`src/rtl/common_param.sv`:
```
// Shared codebase parameters.
// Purpose : single home for memory-size and reset-vector defaults used by the
//           fetch front end and any other block sizing against instruction memory.
// Contents: IMEM_SIZE (bytes), IMEM_DEPTH_DEF (words), RESET_PC_DEF (byte address).
package common_param;

    // Instruction memory size in bytes.
    localparam int IMEM_SIZE = 256;

    // Instruction memory depth in 32-bit words; must stay a power of 2.
    localparam int IMEM_DEPTH_DEF = IMEM_SIZE / 4;

    // Fetch PC after reset; word-aligned.
    localparam logic [31:0] RESET_PC_DEF = 32'h0000_0000;

endpackage

```
`src/rtl/if_prefetch_if.sv`:
```
// Bus bundle of the instruction prefetch unit.
// Purpose : groups program-load, redirect and delivery handshake signals.
// Signals : WE/W_Addr/W_Ins  - instruction memory write (program load)
//           bout/newPC       - redirect request and target
//           Ready/Valid      - head-of-queue handshake
//           Ins/PC/nextPC    - head instruction, its PC, and PC+4
//           Count            - fetch-queue occupancy
// Modports: master drives requests (bench/upstream), slave is the prefetch unit.
interface if_prefetch_if #(
    parameter int XLEN     = 32,
    parameter int FQ_DEPTH = 4
);
    localparam int CNT_W = $clog2(FQ_DEPTH + 1);

    logic             WE;
    logic [XLEN-1:0]  W_Addr;
    logic [XLEN-1:0]  W_Ins;
    logic [1:0]       bout;
    logic [XLEN-1:0]  newPC;
    logic             Ready;
    logic             Valid;
    logic [XLEN-1:0]  Ins;
    logic [XLEN-1:0]  PC;
    logic [XLEN-1:0]  nextPC;
    logic [CNT_W-1:0] Count;

    modport master (
        output WE, W_Addr, W_Ins, bout, newPC, Ready,
        input  Valid, Ins, PC, nextPC, Count
    );

    modport slave (
        input  WE, W_Addr, W_Ins, bout, newPC, Ready,
        output Valid, Ins, PC, nextPC, Count
    );
endinterface

```
`src/rtl/fetch_queue.sv`:
```
// Fetch queue: power-of-2 circular FIFO of {PC, instruction} entries.
// Ports: CLK, RST (sync, active-high), push/pop/flush controls, din write
//        data, dout head data (registered storage, so it changes only at edges),
//        full/empty flags and count occupancy.
// The caller must not push when full without a same-cycle pop, nor pop when empty.
module fetch_queue #(
    parameter int WIDTH = 64,
    parameter int DEPTH = 4,
    localparam int PTR_W = $clog2(DEPTH),
    localparam int CNT_W = $clog2(DEPTH + 1)
) (
    input  logic             CLK,
    input  logic             RST,
    input  logic             push,
    input  logic             pop,
    input  logic             flush,
    input  logic [WIDTH-1:0] din,
    output logic [WIDTH-1:0] dout,
    output logic             full,
    output logic             empty,
    output logic [CNT_W-1:0] count
);

    logic [WIDTH-1:0] mem [DEPTH];
    logic [PTR_W-1:0] wr_ptr;
    logic [PTR_W-1:0] rd_ptr;

    // Pointers wrap naturally because DEPTH is a power of 2.
    always_ff @(posedge CLK) begin
        if (RST || flush) begin
            wr_ptr <= '0;
            rd_ptr <= '0;
            count  <= '0;
        end else begin
            if (push) wr_ptr <= wr_ptr + PTR_W'(1);
            if (pop)  rd_ptr <= rd_ptr + PTR_W'(1);
            if (push && !pop)
                count <= count + CNT_W'(1);
            else if (pop && !push)
                count <= count - CNT_W'(1);
        end
    end

    // Entry storage carries no reset; occupancy alone decides validity.
    always_ff @(posedge CLK) begin
        if (push) mem[wr_ptr] <= din;
    end

    assign dout  = mem[rd_ptr];
    assign full  = (count == CNT_W'(DEPTH));
    assign empty = (count == '0);

endmodule

```
`src/rtl/if_prefetch.sv`:
```
// Instruction prefetch unit.
// Purpose : fetches from a local instruction memory at fPC into a FIFO,
//           delivering one instruction per cycle under a Valid/Ready handshake,
//           with branch redirect and program-load write port.
// Ports   : CLK, RST (sync, active-high), bus (if_prefetch_if.slave):
//           WE/W_Addr/W_Ins load IMem; bout/newPC redirect; Ready accepts head;
//           Valid/Ins/PC/nextPC/Count describe the queue head and occupancy.
module if_prefetch
    import common_param::*;
#(
    parameter int              XLEN       = 32,
    parameter int              IMEM_DEPTH = IMEM_DEPTH_DEF,
    parameter int              FQ_DEPTH   = 4,
    parameter logic [XLEN-1:0] RESET_PC   = XLEN'(RESET_PC_DEF)
) (
    input  logic          CLK,
    input  logic          RST,
    if_prefetch_if.slave  bus
);

    localparam int IDX_W = $clog2(IMEM_DEPTH);

    logic [XLEN-1:0]   fpc;
    logic [XLEN-1:0]   imem [IMEM_DEPTH];
    logic [XLEN-1:0]   fetch_ins;
    logic              redirect;
    logic              push;
    logic              pop;
    logic              q_full;
    logic              q_empty;
    logic [2*XLEN-1:0] head;
    logic [XLEN-1:0]   head_pc;
    logic              unused_bits;

    assign redirect = |bus.bout;

    // Word index ignores upper address bits, so fetch wraps around IMem.
    assign fetch_ins = imem[fpc[IDX_W+1:2]];

    // Redirect suppresses both queue operations; a pop frees a slot for a
    // same-cycle push so a full queue still streams at one per cycle.
    assign pop  = !RST && !redirect && !q_empty && bus.Ready;
    assign push = !RST && !redirect && (!q_full || pop);

    fetch_queue #(
        .WIDTH (2*XLEN),
        .DEPTH (FQ_DEPTH)
    ) u_fetch_queue (
        .CLK   (CLK),
        .RST   (RST),
        .push  (push),
        .pop   (pop),
        .flush (redirect),
        .din   ({fpc, fetch_ins}),
        .dout  (head),
        .full  (q_full),
        .empty (q_empty),
        .count (bus.Count)
    );

    always_ff @(posedge CLK) begin
        if (RST)
            fpc <= RESET_PC;
        else if (redirect)
            fpc <= {bus.newPC[XLEN-1:2], 2'b00};
        else if (push)
            fpc <= fpc + XLEN'(4);
    end

    // Write lands at the edge; the combinational fetch in the same cycle
    // therefore still sees the old word.
    always_ff @(posedge CLK) begin
        if (bus.WE && !RST)
            imem[bus.W_Addr[IDX_W+1:2]] <= bus.W_Ins;
    end

    assign head_pc    = q_empty ? fpc : head[2*XLEN-1:XLEN];
    assign bus.Valid  = !q_empty;
    assign bus.Ins    = q_empty ? '0 : head[XLEN-1:0];
    assign bus.PC     = head_pc;
    assign bus.nextPC = head_pc + XLEN'(4);

    // Byte-offset and out-of-range address bits carry no meaning here.
    assign unused_bits = ^{bus.W_Addr, bus.newPC[1:0]};

endmodule

```
`src/flat_wrapper.sv`:
```
// flat-port wrapper written by rule: the top's interface ports become plain ports
module if_prefetch_flat import common_param::*;
#(
    parameter int              XLEN       = 32,
    parameter int              IMEM_DEPTH = IMEM_DEPTH_DEF,
    parameter int              FQ_DEPTH   = 4,
    parameter logic [XLEN-1:0] RESET_PC   = XLEN'(RESET_PC_DEF)
)
  (CLK, RST, bus_WE, bus_W_Addr, bus_W_Ins, bus_bout, bus_newPC, bus_Ready, bus_Valid, bus_Ins, bus_PC, bus_nextPC, bus_Count);
  if_prefetch_if #(.XLEN(XLEN), .FQ_DEPTH(FQ_DEPTH)) bus_i ();
  input  logic CLK;
  input  logic RST;
  input wire logic [$bits(bus_i.WE)-1:0] bus_WE;
  input wire logic [$bits(bus_i.W_Addr)-1:0] bus_W_Addr;
  input wire logic [$bits(bus_i.W_Ins)-1:0] bus_W_Ins;
  input wire logic [$bits(bus_i.bout)-1:0] bus_bout;
  input wire logic [$bits(bus_i.newPC)-1:0] bus_newPC;
  input wire logic [$bits(bus_i.Ready)-1:0] bus_Ready;
  output wire logic [$bits(bus_i.Valid)-1:0] bus_Valid;
  output wire logic [$bits(bus_i.Ins)-1:0] bus_Ins;
  output wire logic [$bits(bus_i.PC)-1:0] bus_PC;
  output wire logic [$bits(bus_i.nextPC)-1:0] bus_nextPC;
  output wire logic [$bits(bus_i.Count)-1:0] bus_Count;
  assign bus_i.WE = bus_WE;
  assign bus_i.W_Addr = bus_W_Addr;
  assign bus_i.W_Ins = bus_W_Ins;
  assign bus_i.bout = bus_bout;
  assign bus_i.newPC = bus_newPC;
  assign bus_i.Ready = bus_Ready;
  assign bus_Valid = bus_i.Valid;
  assign bus_Ins = bus_i.Ins;
  assign bus_PC = bus_i.PC;
  assign bus_nextPC = bus_i.nextPC;
  assign bus_Count = bus_i.Count;
  if_prefetch #(.XLEN(XLEN), .IMEM_DEPTH(IMEM_DEPTH), .FQ_DEPTH(FQ_DEPTH), .RESET_PC(RESET_PC)) u_core (.CLK(CLK), .RST(RST), .bus(bus_i));
endmodule
```
`config.mk`:
```
export PLATFORM = sky130hd
export DESIGN_NAME = if_prefetch_flat
export DESIGN_NICKNAME = d
export VERILOG_FILES = /design/src/rtl/common_param.sv /design/src/rtl/if_prefetch_if.sv /design/src/rtl/fetch_queue.sv /design/src/rtl/if_prefetch.sv /design/src/flat_wrapper.sv
export SDC_FILE = /design/constraint.sdc
export NUM_CORES = 2
export LEC_CHECK = 0
export CORE_MARGIN = 4
export CORE_UTILIZATION = 48
export CTS_BUF_LIST = sky130_fd_sc_hd__clkbuf_8
export DETAILED_ROUTE_END_ITERATION = 8
export GPL_ROUTABILITY_DRIVEN = 0
export PLACE_DENSITY_LB_ADDON = 0.3
export SYNTH_ARGS = -nofsm -noshare
export SYNTH_HDL_FRONTEND = slang
export SYNTH_HIERARCHICAL = 1
export SYNTH_SLANG_ARGS = --single-unit
```
`constraint.sdc`:
```
create_clock -name CLK -period 5.7 [get_ports CLK]
set_input_delay 1.71 -clock CLK [delete_from_list [all_inputs] [get_ports CLK]]
set_output_delay 1.71 -clock CLK [all_outputs]
set_load 0.005 [all_outputs]
```
==> impl_metrics.sql <==
INSERT INTO impl_metrics (metric_group, metric, value, unit) VALUES
('setup_path', 'reg2reg_slack', '1.46', 'ns'),
('placement', 'port_buffers', '173', ''),
('power', 'peakVddDrop', '0.0002564', 'V'),
('synthesis', 'synth_top_cells_by_area', 'edfxtp_1, mux4_2, dfxtp_1, mux2i_1, nor2_1', ''),
('synthesis', 'yosys.area.top_type_share', '0.7646', ''),
('global_route', 'grt_overflow', '0', ''),
('power', 'static_leakage', '32.22', 'nW'),
('synthesis', 'synth.avg_cell_area', '22.18', 'µm²'),
('hold_path', 'worst_hold_path_startpoint', 'u_core/u_fetch_queue/rd_ptr[1]$_SDFFE_PP0P_', ''),
('timing', 'finalSetupViolations', '0', ''),
('global_route', 'grt.total_usage', '0.2353', ''),
('die', 'number_of_top_level_pins', '202', ''),
('timing', 'rsz_0062_raised_after_global_routing', 'yes', ''),
('timing', 'timing.final.crit_share', '0.9662', ''),
('hold_path', 'timing.hold.worst.class', 'reg -> reg', ''),
('synthesis', 'prevailing_post_synth_register_cell', 'edfxtp_1', ''),
('synthesis', 'part_of_the_yosys_area_used_for_sequential_elements', '0.7746', ''),
('setup_path', 'critical_path_arrival', '3.80', 'ns'),
('setup_path', 'critPathRequiredTime', '3.99', 'ns'),
('setup_path', 'critical_path.top_delay_family', 'buffers and inverters', ''),
('die', 'initial_utilization', '0.4823', ''),
('placement', 'placement.setup.worst_slack', '0.6818', 'ns'),
('clocking', 'cts_sinks', '2349', ''),
('synthesis', 'post-synth-top-area-cell', 'edfxtp_1', ''),
('finish', 'layout.cell_area.non_filler', '103600', 'µm²'),
('detailed_routing', 'detailroute.via_count', '45800', ''),
('detailed_routing', 'drt_drc_violations_left', '0', ''),
('placement', 'dp.final_hpwl', '133.8', 'mm'),
('setup_path', 'end_kind', 'output pin', ''),
('timing', 'worst-slew-pin-transition', '1.326', 'ns'),
('setup_path', 'buffering_stage_count_on_the_worst_path_with_inverters_included', '4', ''),
('run', 'drv.max_cap_violation_count', '0', ''),
('clocking', 'ctsHtreeMaxLevel', '5', ''),
('clocking', 'holdBufCountCts', '0', ''),
('synthesis', 'yosysWarnings', '6', ''),
('timing', 'drv_slew', '0', ''),
('detailed_routing', 'drt_iter0_drc', '5856', ''),
('synthesis', 'synth_edf_count', '2304', ''),
('synthesis', 'yosys.cell_types.count', '75', ''),
('finish', 'final_cells', '7414', ''),
('clocking', 'clockRootBuffer', 'clkbuf_8', ''),
('setup_path', 'critical_path.max_fanout', '14', ''),
('setup_path', 'critical-path-max-stage-delay', '0.55', 'ns'),
('clocking', 'cts_tree', 'yes', ''),
('detailed_routing', 'route.detailed.wl_per_inst', '31.24', 'µm'),
('outcome', 'run_status', 'complete, no violations', ''),
('die', 'chipHeight', '442.2', 'µm'),
('timing', 'final.setup_skew', '0.09653', 'ns'),
('synthesis', 'postSynthRegisterBits', '2349', ''),
('timing', 'postLayoutSetupSlackWorst', '0.1927', 'ns'),
('finish', 'layout-drive-gt1-share', '0.2876', ''),
('synthesis', 'netlist_instances', '4079', ''),
('clocking', 'number_of_buffers_created_by_cts', '379', ''),
('power', 'design_power_total', '34.34', 'mW'),
('global_route', 'grt_max_degree', '97', ''),
('synthesis', 'syn_area', '90480', 'µm²'),
('global_route', 'grt_pass1_wl', '331.5', 'mm'),
('global_route', 'grt_pass1_vias', '45950', ''),
('die', 'core', '187600', 'µm²'),
('timing', 'layout_min_cycle_time', '5.507', 'ns'),
('synthesis', 'proportion_of_register_bits_with_asynchronous_set_or_reset_after_synthesis', '0', ''),
('finish', 'design.final.nets', '4756', ''),
('detailed_routing', 'via_per_inst', '6.177', ''),
('placement', 'placed_cell_area', '96670', 'µm²'),
('setup_path', 'path_class', 'reg -> out', ''),
('power', 'power_density', '331.6', 'nW/µm²'),
('detailed_routing', 'detailedRoute.firstPassIterationCount', '5', ''),
('clocking', 'clock_tree_buf_depth', '4', ''),
('detailed_routing', 'postRouteAntennaNets', '0', ''),
('timing', 'achievable-frequency', '181.6', 'MHz'),
('finish', 'synthToLayoutAreaGrowth', '14.45', '%');
[what timing repair did]
action,CTS,global route
pin swaps,3,5
gates resized for setup,15,13
endpoints found under the setup margin,16,14
gates cloned,2,1
setup buffers,7,11
[placed cells by master (no fill, tap or decap), types with 51 or more instances in the layout]
| cell type | netlist | layout |
|---|---|---|
| clkdlybuf4s50_1 | 0 | 135 |
| buf_4 | 35 | 186 |
| clkbuf_8 | 0 | 389 |
| nor2_4 | 0 | 67 |
| inv_1 | 22 | 125 |
| clkinv_1 | 1 | 97 |
| a22o_1 | 51 | 51 |
| o22ai_1 | 51 | 51 |
| edfxtp_1 | 2304 | 2304 |
| mux4_2 | 567 | 567 |
| mux2i_1 | 64 | 60 |
| nor2_1 | 150 | 84 |
| a221oi_1 | 56 | 56 |
[metrics by stage]
stage | hold WS (ns) | TNS, ns
floorplan | 0.4816 | 0
detailed placement | 0.5151 | 0
finish | 0.5452 | 0
global route | 0.5685 | -0.01361
global placement | 0.5056 | 0
CTS | 0.5456 | -0.005394
[tightest hold or removal path: stages (launching register included)]
cell	delay (ns)
dfxtp_1	0.31
xor2_1	0.14
nor2_1	0.06
[flip-flops by register name, indices dropped and copies added, names as in the netlist, named ones only]
name                         cells
u_core/u_fetch_queue/count       3
u_core/u_fetch_queue/rd_ptr      2
u_core/u_fetch_queue/mem       256
u_core/fpc                      30
u_core/u_fetch_queue/wr_ptr      2
u_core/imem                   2048
[where the power goes]
group / internal (mW) / switching (mW)
sequential: 19.1 / 0.0943
combinational: 0.885 / 1.42
clock: 6.50 / 6.32
[synthesized netlist by cell type, drive strengths merged (3+ instances only)]
| cell type | count |
|---|---|
| a2111oi | 5 |
| a211oi | 36 |
| a21oi | 42 |
| a221oi | 56 |
| a22o | 51 |
| a22oi | 29 |
| a311oi | 15 |
| a31oi | 4 |
| and2 | 12 |
| and3 | 6 |
| and4 | 4 |
| buf | 112 |
| clkbuf | 115 |
| dfxtp | 45 |
| edfxtp | 2304 |
| ha | 7 |
| inv | 23 |
| mux2 | 23 |
| mux2i | 64 |
| mux4 | 571 |
| nand2 | 39 |
| nand2b | 14 |
| nand3 | 35 |
| nand3b | 15 |
| nand4 | 15 |
| nor2 | 151 |
| nor2b | 51 |
| nor3 | 40 |
| nor3b | 3 |
| nor4 | 5 |
| o21ai | 13 |
| o221ai | 31 |
| o22a | 4 |
| o22ai | 51 |
| or2 | 4 |
| or3 | 11 |
| or3b | 3 |
| xnor2 | 28 |
| xor2 | 22 |
[cells by family after synthesis]
| group | after synthesis | synth area share |
|---|---|---|
| mux | 658 | 0.1522 |
| simple gates | 411 | 0.02326 |
| compound gates | 351 | 0.02976 |
| buf+inv | 251 | 0.01409 |
| xor+xnor | 50 | 0.004840 |
| other cells | 1 | 0.00004144 |
| flops | 2349 | 0.7746 |
| fa+ha+maj | 8 | 0.001189 |
[cell type report]
| class | count | area, µm² |
|---|---|---|
| Multi-Input combinational cell | 1486 | 19760 |
| Sequential cell | 2349 | 70110 |
| Inverter | 24 | 90.09 |
| Antenna cell | 16 | 40.04 |
| Tap cell | 2495 | 3122 |
| Fill cell | 13920 | 84040 |
| Clock inverter | 249 | 1147 |
| Clock buffer | 389 | 5354 |
| Timing Repair Buffer | 406 | 3939 |
[final timing paths]
| path | depth (start not counted) | to |
|---|---|---|
| worst min register to register | 2 | flip-flop |
| worst max register to register | 6 | u_core/u_fetch_queue/mem[1][10]$_DFFE_PP_ |
| worst min-delay path | 2 | flip-flop |
| worst max-delay path | 9 | bus_nextPC[27] |
[metal layers]
| layer | routed length (µm) | part of all wire | vias up | track usage |
|---|---|---|---|---|
| met5 | 220 | 0.00095 | - | 0.005617 |
| met4 | 7164 | 0.031 | 12 | 0.07679 |
| met3 | 23980 | 0.10 | 416 | 0.05141 |
| met2 | 108300 | 0.47 | 2527 | 0.3595 |
| met1 | 91940 | 0.40 | 24300 | 0.3411 |
| li1 | - | - | 18540 | - |
Power figures use the tool's default switching activity.
